File: config.mk
export PLATFORM = sky130hd
export DESIGN_NAME = fwd_hazard_unit_flat
export DESIGN_NICKNAME = d
export VERILOG_FILES = /design/src/rtl/fwd_hazard_unit_if.sv /design/src/rtl/fwd_hazard_unit.sv /design/src/flat_wrapper.sv
export SDC_FILE = /design/constraint.sdc
export NUM_CORES = 1
export LEC_CHECK = 0
export ABC_AREA = 1
export BUFFER_PORTS_ARGS = -buffer_cell sky130_fd_sc_hd__buf_2
export CORE_MARGIN = 2
export CORE_UTILIZATION = 40
export CTS_BUF_LIST = sky130_fd_sc_hd__clkbuf_4
export DETAILED_ROUTE_END_ITERATION = 8
export REMOVE_ABC_BUFFERS = 1
export SLEW_MARGIN = 10
export SYNTH_ARGS = -nofsm -noshare
export SYNTH_HDL_FRONTEND = slang
export SYNTH_SLANG_ARGS = --single-unit
File: constraint.sdc
create_clock -name clk -period 2 [get_ports clk]
set_input_delay 0.2 -clock clk [delete_from_list [all_inputs] [get_ports clk]]
set_output_delay 0.2 -clock clk [all_outputs]
set_load 0.02 [all_outputs]
File: src/rtl/fwd_hazard_unit_if.sv
// Pipeline-side bundle for the forwarding/interlock unit: operand addresses, writer
// tags and flush in, bypass selects, stall and statistics out.
interface fwd_hazard_unit_if #(
    parameter int REG_AW  = 5,
    parameter int NUM_SRC = 2,
    parameter int CNT_W   = 16
);
    logic [NUM_SRC*REG_AW-1:0] IdRegSrc;
    logic [NUM_SRC-1:0]        IdUsesSrc;
    logic [NUM_SRC*REG_AW-1:0] IdExRegSrc;
    logic                      IdExMemRead;
    logic [REG_AW-1:0]         IdExRegRd;
    logic                      ExMemRegWrite;
    logic [REG_AW-1:0]         ExMemRegRd;
    logic                      MemWbRegWrite;
    logic [REG_AW-1:0]         MemWbRegRd;
    logic                      Flush;
    logic                      CntClear;
    logic [NUM_SRC*2-1:0]      ForwardSel;
    logic                      Stall;
    logic [CNT_W-1:0]          StallCount;
    logic [CNT_W-1:0]          FwdCount;

    modport master (
        output IdRegSrc, IdUsesSrc, IdExRegSrc, IdExMemRead, IdExRegRd,
               ExMemRegWrite, ExMemRegRd, MemWbRegWrite, MemWbRegRd,
               Flush, CntClear,
        input  ForwardSel, Stall, StallCount, FwdCount
    );

    modport slave (
        input  IdRegSrc, IdUsesSrc, IdExRegSrc, IdExMemRead, IdExRegRd,
               ExMemRegWrite, ExMemRegRd, MemWbRegWrite, MemWbRegRd,
               Flush, CntClear,
        output ForwardSel, Stall, StallCount, FwdCount
    );
endinterface

File: src/rtl/fwd_hazard_unit.sv
// Operand bypass selection, load-use interlock with configurable load latency,
// and saturating stall/forward event counters.
//
//  state | meaning
//  ------+-----------------------------------------------------------------
//  IDLE  | no interlock in progress; Stall follows the load-use detect
//  WAIT  | stalling for the remaining load latency cycles, rem counts down
module fwd_hazard_unit #(
    parameter int REG_AW   = 5,
    parameter int NUM_SRC  = 2,
    parameter int LOAD_LAT = 1,
    parameter int CNT_W    = 16
) (
    input  logic              clk,
    input  logic              rst_n,
    fwd_hazard_unit_if.slave  bus
);
    localparam int REM_W = $clog2(LOAD_LAT + 1);
    localparam logic [REM_W-1:0] REM_START = REM_W'(LOAD_LAT - 1);
    localparam logic [REM_W-1:0] REM_ONE   = REM_W'(1);
    localparam logic [CNT_W-1:0] CNT_MAX   = {CNT_W{1'b1}};
    localparam logic [CNT_W-1:0] CNT_ONE   = CNT_W'(1);

    typedef enum logic {
        IDLE = 1'b0,
        WAIT = 1'b1
    } state_t;

    state_t                state;
    logic [REM_W-1:0]      rem;
    logic [NUM_SRC*2-1:0]  fwd_sel;
    logic [NUM_SRC-1:0]    use_match;
    logic                  hz;
    logic                  stall;
    logic                  fwd_any;
    logic                  ex_ok;
    logic                  wb_ok;
    logic [CNT_W-1:0]      stall_cnt;
    logic [CNT_W-1:0]      fwd_cnt;

    assign ex_ok = bus.ExMemRegWrite && (bus.ExMemRegRd != '0);
    assign wb_ok = bus.MemWbRegWrite && (bus.MemWbRegRd != '0);

    // EX/MEM is the younger result, so it is tested first and wins over MEM/WB.
    always_comb begin
        fwd_sel = '0;
        for (int i = 0; i < NUM_SRC; i++) begin
            if (ex_ok && (bus.ExMemRegRd == bus.IdExRegSrc[i*REG_AW +: REG_AW])) begin
                fwd_sel[i*2 +: 2] = 2'b10;
            end else if (wb_ok && (bus.MemWbRegRd == bus.IdExRegSrc[i*REG_AW +: REG_AW])) begin
                fwd_sel[i*2 +: 2] = 2'b01;
            end
        end
    end

    assign fwd_any = |fwd_sel;

    always_comb begin
        use_match = '0;
        for (int i = 0; i < NUM_SRC; i++) begin
            use_match[i] = bus.IdUsesSrc[i] &&
                           (bus.IdRegSrc[i*REG_AW +: REG_AW] == bus.IdExRegRd);
        end
    end

    assign hz = bus.IdExMemRead && (bus.IdExRegRd != '0) && (|use_match);

    // First stall cycle has to be combinational so the bubble lands on the next edge.
    always_comb begin
        stall = 1'b0;
        if (rst_n) begin
            case (state)
                IDLE:    stall = hz && !bus.Flush;
                WAIT:    stall = !bus.Flush;
                default: stall = 1'b0;
            endcase
        end
    end

    always_ff @(posedge clk) begin
        if (!rst_n) begin
            state <= IDLE;
            rem   <= '0;
        end else begin
            case (state)
                IDLE: begin
                    if (stall && (LOAD_LAT > 1)) begin
                        state <= WAIT;
                        rem   <= REM_START;
                    end
                end
                WAIT: begin
                    if (bus.Flush || (rem == REM_ONE)) begin
                        state <= IDLE;
                        rem   <= '0;
                    end else begin
                        rem <= rem - REM_ONE;
                    end
                end
                default: begin
                    state <= IDLE;
                    rem   <= '0;
                end
            endcase
        end
    end

    always_ff @(posedge clk) begin
        if (!rst_n) begin
            stall_cnt <= '0;
            fwd_cnt   <= '0;
        end else if (bus.CntClear) begin
            stall_cnt <= '0;
            fwd_cnt   <= '0;
        end else begin
            if (stall && (stall_cnt != CNT_MAX)) begin
                stall_cnt <= stall_cnt + CNT_ONE;
            end
            if (fwd_any && (fwd_cnt != CNT_MAX)) begin
                fwd_cnt <= fwd_cnt + CNT_ONE;
            end
        end
    end

    assign bus.ForwardSel = fwd_sel;
    assign bus.Stall      = stall;
    assign bus.StallCount = stall_cnt;
    assign bus.FwdCount   = fwd_cnt;
endmodule

File: src/flat_wrapper.sv
// flat-port wrapper written by rule: the top's interface ports become plain ports
module fwd_hazard_unit_flat 
#(
    parameter int REG_AW   = 5,
    parameter int NUM_SRC  = 2,
    parameter int LOAD_LAT = 1,
    parameter int CNT_W    = 16
)
  (clk, rst_n, bus_IdRegSrc, bus_IdUsesSrc, bus_IdExRegSrc, bus_IdExMemRead, bus_IdExRegRd, bus_ExMemRegWrite, bus_ExMemRegRd, bus_MemWbRegWrite, bus_MemWbRegRd, bus_Flush, bus_CntClear, bus_ForwardSel, bus_Stall, bus_StallCount, bus_FwdCount);
  fwd_hazard_unit_if #(.REG_AW(REG_AW), .NUM_SRC(NUM_SRC), .CNT_W(CNT_W)) bus_i ();
  input  logic clk;
  input  logic rst_n;
  input wire logic [$bits(bus_i.IdRegSrc)-1:0] bus_IdRegSrc;
  input wire logic [$bits(bus_i.IdUsesSrc)-1:0] bus_IdUsesSrc;
  input wire logic [$bits(bus_i.IdExRegSrc)-1:0] bus_IdExRegSrc;
  input wire logic [$bits(bus_i.IdExMemRead)-1:0] bus_IdExMemRead;
  input wire logic [$bits(bus_i.IdExRegRd)-1:0] bus_IdExRegRd;
  input wire logic [$bits(bus_i.ExMemRegWrite)-1:0] bus_ExMemRegWrite;
  input wire logic [$bits(bus_i.ExMemRegRd)-1:0] bus_ExMemRegRd;
  input wire logic [$bits(bus_i.MemWbRegWrite)-1:0] bus_MemWbRegWrite;
  input wire logic [$bits(bus_i.MemWbRegRd)-1:0] bus_MemWbRegRd;
  input wire logic [$bits(bus_i.Flush)-1:0] bus_Flush;
  input wire logic [$bits(bus_i.CntClear)-1:0] bus_CntClear;
  output wire logic [$bits(bus_i.ForwardSel)-1:0] bus_ForwardSel;
  output wire logic [$bits(bus_i.Stall)-1:0] bus_Stall;
  output wire logic [$bits(bus_i.StallCount)-1:0] bus_StallCount;
  output wire logic [$bits(bus_i.FwdCount)-1:0] bus_FwdCount;
  assign bus_i.IdRegSrc = bus_IdRegSrc;
  assign bus_i.IdUsesSrc = bus_IdUsesSrc;
  assign bus_i.IdExRegSrc = bus_IdExRegSrc;
  assign bus_i.IdExMemRead = bus_IdExMemRead;
  assign bus_i.IdExRegRd = bus_IdExRegRd;
  assign bus_i.ExMemRegWrite = bus_ExMemRegWrite;
  assign bus_i.ExMemRegRd = bus_ExMemRegRd;
  assign bus_i.MemWbRegWrite = bus_MemWbRegWrite;
  assign bus_i.MemWbRegRd = bus_MemWbRegRd;
  assign bus_i.Flush = bus_Flush;
  assign bus_i.CntClear = bus_CntClear;
  assign bus_ForwardSel = bus_i.ForwardSel;
  assign bus_Stall = bus_i.Stall;
  assign bus_StallCount = bus_i.StallCount;
  assign bus_FwdCount = bus_i.FwdCount;
  fwd_hazard_unit #(.REG_AW(REG_AW), .NUM_SRC(NUM_SRC), .LOAD_LAT(LOAD_LAT), .CNT_W(CNT_W)) u_core (.clk(clk), .rst_n(rst_n), .bus(bus_i));
endmodule
==> summary.txt, run 1 <==
Dpl cell area: 3220 µm²
Die W: 85.6 µm
Top cells by area, synth: dfxtp_1 (26%), nand2_1 (20%), nor2_1 (7.2%)
Ant. Diodes: 0
GP Congestion: 0.825
Routed WL: 7030 µm
Largest net degree at the start of global routing: 18
# DRC: 0
Synth top area share: 25.6%
Chip Height: 85.6 µm
Total CTS buffers: 5
Post-route minimum period: 1.80 ns
WP data required: 2.24 ns
Reg2reg path depth: 9
Relative slew margins: 77.2%
Flops & latches, synth: 34
Crit path to: u_core.bus.StallCount[5]$_SDFFE_PP0P_
Critical Path AT: 2.04 ns
Setup TNS Final: 0 ns
Initial DRC Count: 120
Clock slew at reported path FFs: 0.11 ns
Htree depth: 2
Drt wl/cell: 11.5 µm
Reg2Reg Setup Slack: 0.20 ns
Via count: 2965
Most common cell after layout, fill and taps aside: nand2_1
Final period util: 89.8%
Clk sinks: 34
Hold path cells: 2
Layout net count: 579
CP Max Fanout: 9
Die area: 7320 µm²
Worst reg2reg path startpoint: u_core.bus.StallCount[0]$_SDFFE_PP0P_
Root buffer cell: clkbuf_4
Non-filler instance count after layout: 610
Status: finished clean
Crit path from: u_core.bus.StallCount[0]$_SDFFE_PP0P_
R2r endpoint: u_core.bus.StallCount[5]$_SDFFE_PP0P_
HPWL after DPL: 5470 µm
Hold WS: 0.0505 ns
Final cell area excluding filler cells: 3290 µm²
FMAX: 557 MHz
P_leak: 1.60 nW
Tightest Pin Transition: 0.340 ns
Max-slew violation count: 0
Core Area: 6390 µm²
Max cap viols: 0
Clock latency on the worst-skew pair: 0.34 ns
Grt ovf: 0
Cells after DPL: 602
Cts hold-fix bufs: 0
CP Launch Type: flip-flop
Via density: 4.86
Critical path class: reg2reg
HP Class: in2reg
Fin. Hold Viols: 0
Ratio of cells with drive above 1 in the final layout: 24.2%
Setup repair after global routing missed its margin: no
Port bufs: 80
Post-synth top area cell: dfxtp_1
Antenna violations before repair: 0
Starting Density: 41.7%
Post-route ant nets: 0
Layout area overhead: 23.5%
Vias in the first global route: 2663
CTS resizes: 0
Final core occ: 51.4%
Clock tree from TritonCTS: yes
Worst-case clock buffer depth: 2
Syn avg cell area: 6.06 µm²
Synth Cell Area: 2660 µm²
Yosys cell types: 33
Gr usage total: 19.1%
Register area share after synthesis: 25.6%
First-pass GRT wire length: 11500 µm
Max rail drop VDD: 0.233 mV
Post-CTS Setup Bufs: 0
Power Dens Cells: 396 nW/µm²
Synthesized instance count: 439
Crit end category: flip-flop
Pre-antenna DRT Iters: 4
Skew final: 0.00713 ns
IO Count: 81
Yosys Warn Count: 0
# rows: 29
Commonest cells after routing, fill and taps aside: nand2_1 (144), buf_2 (80), nor2_1 (51), inv_1 (49)
Final setup fails: 0
==> layer usage <==
layer | vias up | wire length, µm | GRT usage, %
met5 | - | 0 | 0
met4 | 0 | 77 | 5.19
met3 | 10 | 251 | 3.18
met2 | 52 | 3290 | 31.8
met1 | 1320 | 3410 | 25.6
li1 | 1583 | - | -
==> critical path, cell delays in order (launching register included) <==
cell and delay (ns):
dfxtp_1 0.38, ha_1 0.21, nand3_2 0.13, nor3_4 0.24
inv_2 0.09, nor2_4 0.11, nand3_4 0.15, buf_4 0.22
nand4_1 0.10, a21oi_1 0.07
==> worst min path at each step <==
stage,from,endpoint,slack [ns]
global route,bus_Flush,u_core.state$_SDFF_PN0_,0.04
finish,bus_Flush,u_core.state$_SDFF_PN0_,0.05
floorplan,bus_Flush,u_core.state$_SDFF_PN0_,0.29
detailed placement,bus_Flush,u_core.state$_SDFF_PN0_,0.41
CTS,bus_Flush,u_core.state$_SDFF_PN0_,0.04
global placement,bus_Flush,u_core.state$_SDFF_PN0_,0.41
==> sequential cells by signal (all words and copies together) (netlist names) <==
| register | cells |
|---|---|
| u_core.rem | 1 |
| u_core.bus.StallCount | 16 |
| u_core.bus.FwdCount | 16 |
| u_core.state | 1 |
==> layout make-up <==
cell class | instances | area (µm²)
Fill cell | 687 | 3100
Multi-Input combinational cell | 339 | 1720
Sequential cell | 34 | 681
Timing Repair Buffer | 97 | 528
Inverter | 56 | 210
Tap cell | 77 | 96.3
Clock buffer | 7 | 52.6
==> power by group <==
| group | leakage, nW | total (mW) | switching, mW | internal (mW) |
|---|---|---|---|---|
| Sequential | 0.274 | 0.679 | 0.000792 | 0.678 |
| Combinational | 1.30 | 0.219 | 0.134 | 0.0852 |
| Clock | 0.0322 | 0.402 | 0.242 | 0.160 |
| Total | 1.60 | 1.30 | 0.377 | 0.923 |
==> metrics by stage <==
stage          setup WS [ns]  total power, mW
2_1_floorplan         0.0895            0.814
3_3_place_gp           0.264            0.912
5_1_grt               0.0315             1.37
4_1_cts                0.184             1.32
6_report               0.204             1.30
3_5_place_dp           0.213            0.913
==> synthesized netlist by cell type, drive strengths merged <==
cell	count
a21oi	26
a31o	1
buf	5
clkbuf	6
clkinv	2
dfxtp	34
ha	2
inv	54
nand2	149
nand3	37
nand3b	3
nand4	18
nor2	55
nor3	12
nor4	3
o21a	1
o21ai	6
xnor2	8
xor2	17
==> cell families after synthesis <==
| group | count (synthesis) | synth area share (%) |
|---|---|---|
| flip-flops | 34 | 25.6 |
| buffers and inverters | 67 | 10.2 |
| AND/OR/NAND/NOR | 277 | 48.4 |
| XOR/XNOR | 25 | 8.23 |
| adder cells (fa/ha/maj) | 2 | 0.940 |
| AO/OA/AOI/OAI | 34 | 6.63 |
Note: power is estimated with default switching activity, not from simulation.
==> inputs of run 2 (changes only) <==
--- a/config.mk
+++ b/config.mk
@@ -6,11 +6,11 @@
 export NUM_CORES = 1
 export LEC_CHECK = 0
 export ABC_AREA = 1
-export BUFFER_PORTS_ARGS = -buffer_cell sky130_fd_sc_hd__buf_2
 export CORE_MARGIN = 2
 export CORE_UTILIZATION = 40
 export CTS_BUF_LIST = sky130_fd_sc_hd__clkbuf_4
 export DETAILED_ROUTE_END_ITERATION = 8
+export DONT_BUFFER_PORTS = 1
 export REMOVE_ABC_BUFFERS = 1
 export SLEW_MARGIN = 10
 export SYNTH_ARGS = -nofsm -noshare
==> summary.txt, run 2 (synthesis gave the netlist of run 1 again) <==
Max-slew violation count: 0
Reg2Reg Setup Slack: 0.24 ns
Comb pwr share: 13.8%
Vias in the first global route: 2616
Ant. Diodes: 0
HP Class: in2reg
Starting Density: 41.7%
Register cell area after layout: 681 µm²
Max cap viols: 0
Int Pwr: 857 µW
Antenna violations before repair: 0
Worst-case clock buffer depth: 2
Max rail drop VDD: 0.324 mV
Pre-antenna DRT Iters: 4
Layout net count: 524
Post-CTS Setup Bufs: 0
Final Power: 1.19 mW
GP Congestion: 0.811
Chip Height: 85.6 µm
Drt wl/cell: 12.4 µm
Initial DRC Count: 74
Ratio of cells with drive above 1 in the final layout: 14.7%
Sequential share of power: 57.0%
WP data required: 2.28 ns
Commonest cells after routing, fill and taps aside: nand2_1 (144), nor2_1 (51), inv_1 (49), buf_4 (41)
Total CTS buffers: 5
Power Dens Cells: 389 nW/µm²
Root buffer cell: clkbuf_4
Clock tree from TritonCTS: yes
Via density: 5.08
Layout area overhead: 15.1%
Final period util: 88.2%
Switching Share: 28.1%
Clock slew at reported path FFs: 0.11 ns
Busiest grt layer: met2
Die W: 85.6 µm
Setup TNS Final: 0 ns
Critical Path AT: 2.04 ns
CP Max Fanout: 16
Relative slew margins: 77.2%
Routed WL: 6870 µm
Post-route minimum period: 1.76 ns
Most common cell after layout, fill and taps aside: nand2_1
Status: finished clean
Fill cells: 696
Post-route ant nets: 0
HPWL after DPL: 5420 µm
Clk pwr share: 29.2%
Port bufs: 0
Core Area: 6390 µm²
# DRC: 0
Final setup fails: 0
DP Worst Slack: 0.253 ns
Final worst setup slack: 0.235 ns
IO Count: 81
Critical path class: reg2reg
Final core occ: 48.0%
# rows: 29
Net Sw Power: 334 µW
Htree depth: 2
Crit end category: flip-flop
P_leak: 1.36 nW
Clk sinks: 34
Setup repair after global routing missed its margin: no
Die area: 7320 µm²
CP Launch Type: flip-flop
GRT met2 Usage: 32.4%
Tightest Pin Transition: 0.339 ns
FMAX: 567 MHz
First-pass GRT wire length: 11500 µm
Via count: 2815
Routing usage on met3: 5.29%
Skew final: 0.0131 ns
Fin. Hold Viols: 0
Grt ovf: 0
Largest net degree at the start of global routing: 19
Gr usage total: 18.9%
Clock latency on the worst-skew pair: 0.34 ns
Footprint of the multi-input gates: 1710 µm²
GR Util met1: 23.3%
run 2: cell types whose count changed in the layout (fill, tap and decap cells not counted), sizes merged:
| cell | before | now |
|---|---|---|
| buf | 97 | 41 |
| clkbuf | 7 | 5 |
| dlygate4sd3 | 0 | 2 |
| clkinv | 2 | 3 |
| nand3 | 38 | 37 |
run 2: worst max-delay path: stages, from the launching register on:
cell	delay (ns)
dfxtp_1	0.35
ha_1	0.20
nand3_2	0.13
nor3_4	0.16
inv_2	0.08
nor2_4	0.10
nand3_4	0.20
nand3_4	0.28
nand2_1	0.08
a21oi_1	0.13
run 2: path summary, 6_finish.rpt:
check        depth (start not counted)                                   from                                     to
max                                  9  u_core.bus.StallCount[0]$_SDFFE_PP0P_  u_core.bus.StallCount[2]$_SDFFE_PP0P_
min                                  2                                  rst_n                u_core.state$_SDFF_PN0_
max reg2reg                          9  u_core.bus.StallCount[0]$_SDFFE_PP0P_  u_core.bus.StallCount[2]$_SDFFE_PP0P_
min reg2reg                          1                u_core.rem$_SDFFE_PN0P_                u_core.state$_SDFF_PN0_
run 2: cell type report:
| cell class | instances | area share, % |
|---|---|---|
| multi-input cells | 338 | 55.7 |
| flip-flops and latches | 34 | 22.2 |
| repair buffers | 43 | 10.7 |
| inverters | 56 | 6.86 |
| well taps | 77 | 3.14 |
| clock buffers | 5 | 1.22 |
| clock inverters | 1 | 0.122 |
run 2: power groups by stage:
stage,logic (mW),clock network (mW),registers (mW)
finish,0.164,0.348,0.679
global route,0.186,0.395,0.679
CTS,0.165,0.367,0.679
detailed placement,0.161,0,0.694
global placement,0.158,0,0.694
floorplan,0.117,0,0.697
run 2: layer usage:
layer	vias to the layer above	part of all wire (%)
met5	-	0
met4	0	1.3
met3	10	7.5
met2	69	47
met1	1264	44
li1	1472	-
run 2: metrics by stage:
step | hold WS [ns] | std cells | area [µm²]
floorplan | 0.290 | 428 | 2600
global placement | 0.297 | 546 | 3000
detailed placement | 0.299 | 546 | 3000
CTS | 0.0300 | 554 | 3060
global route | 0.0284 | 554 | 3060
finish | 0.0418 | 554 | 3060
run 2: repair_timing:
item | in CTS | in global routing
endpoints found under the hold margin | 2 | 0
hold buffers | 2 | 0
gates resized for setup | 0 | 0
endpoints found under the setup margin | 0 | 0
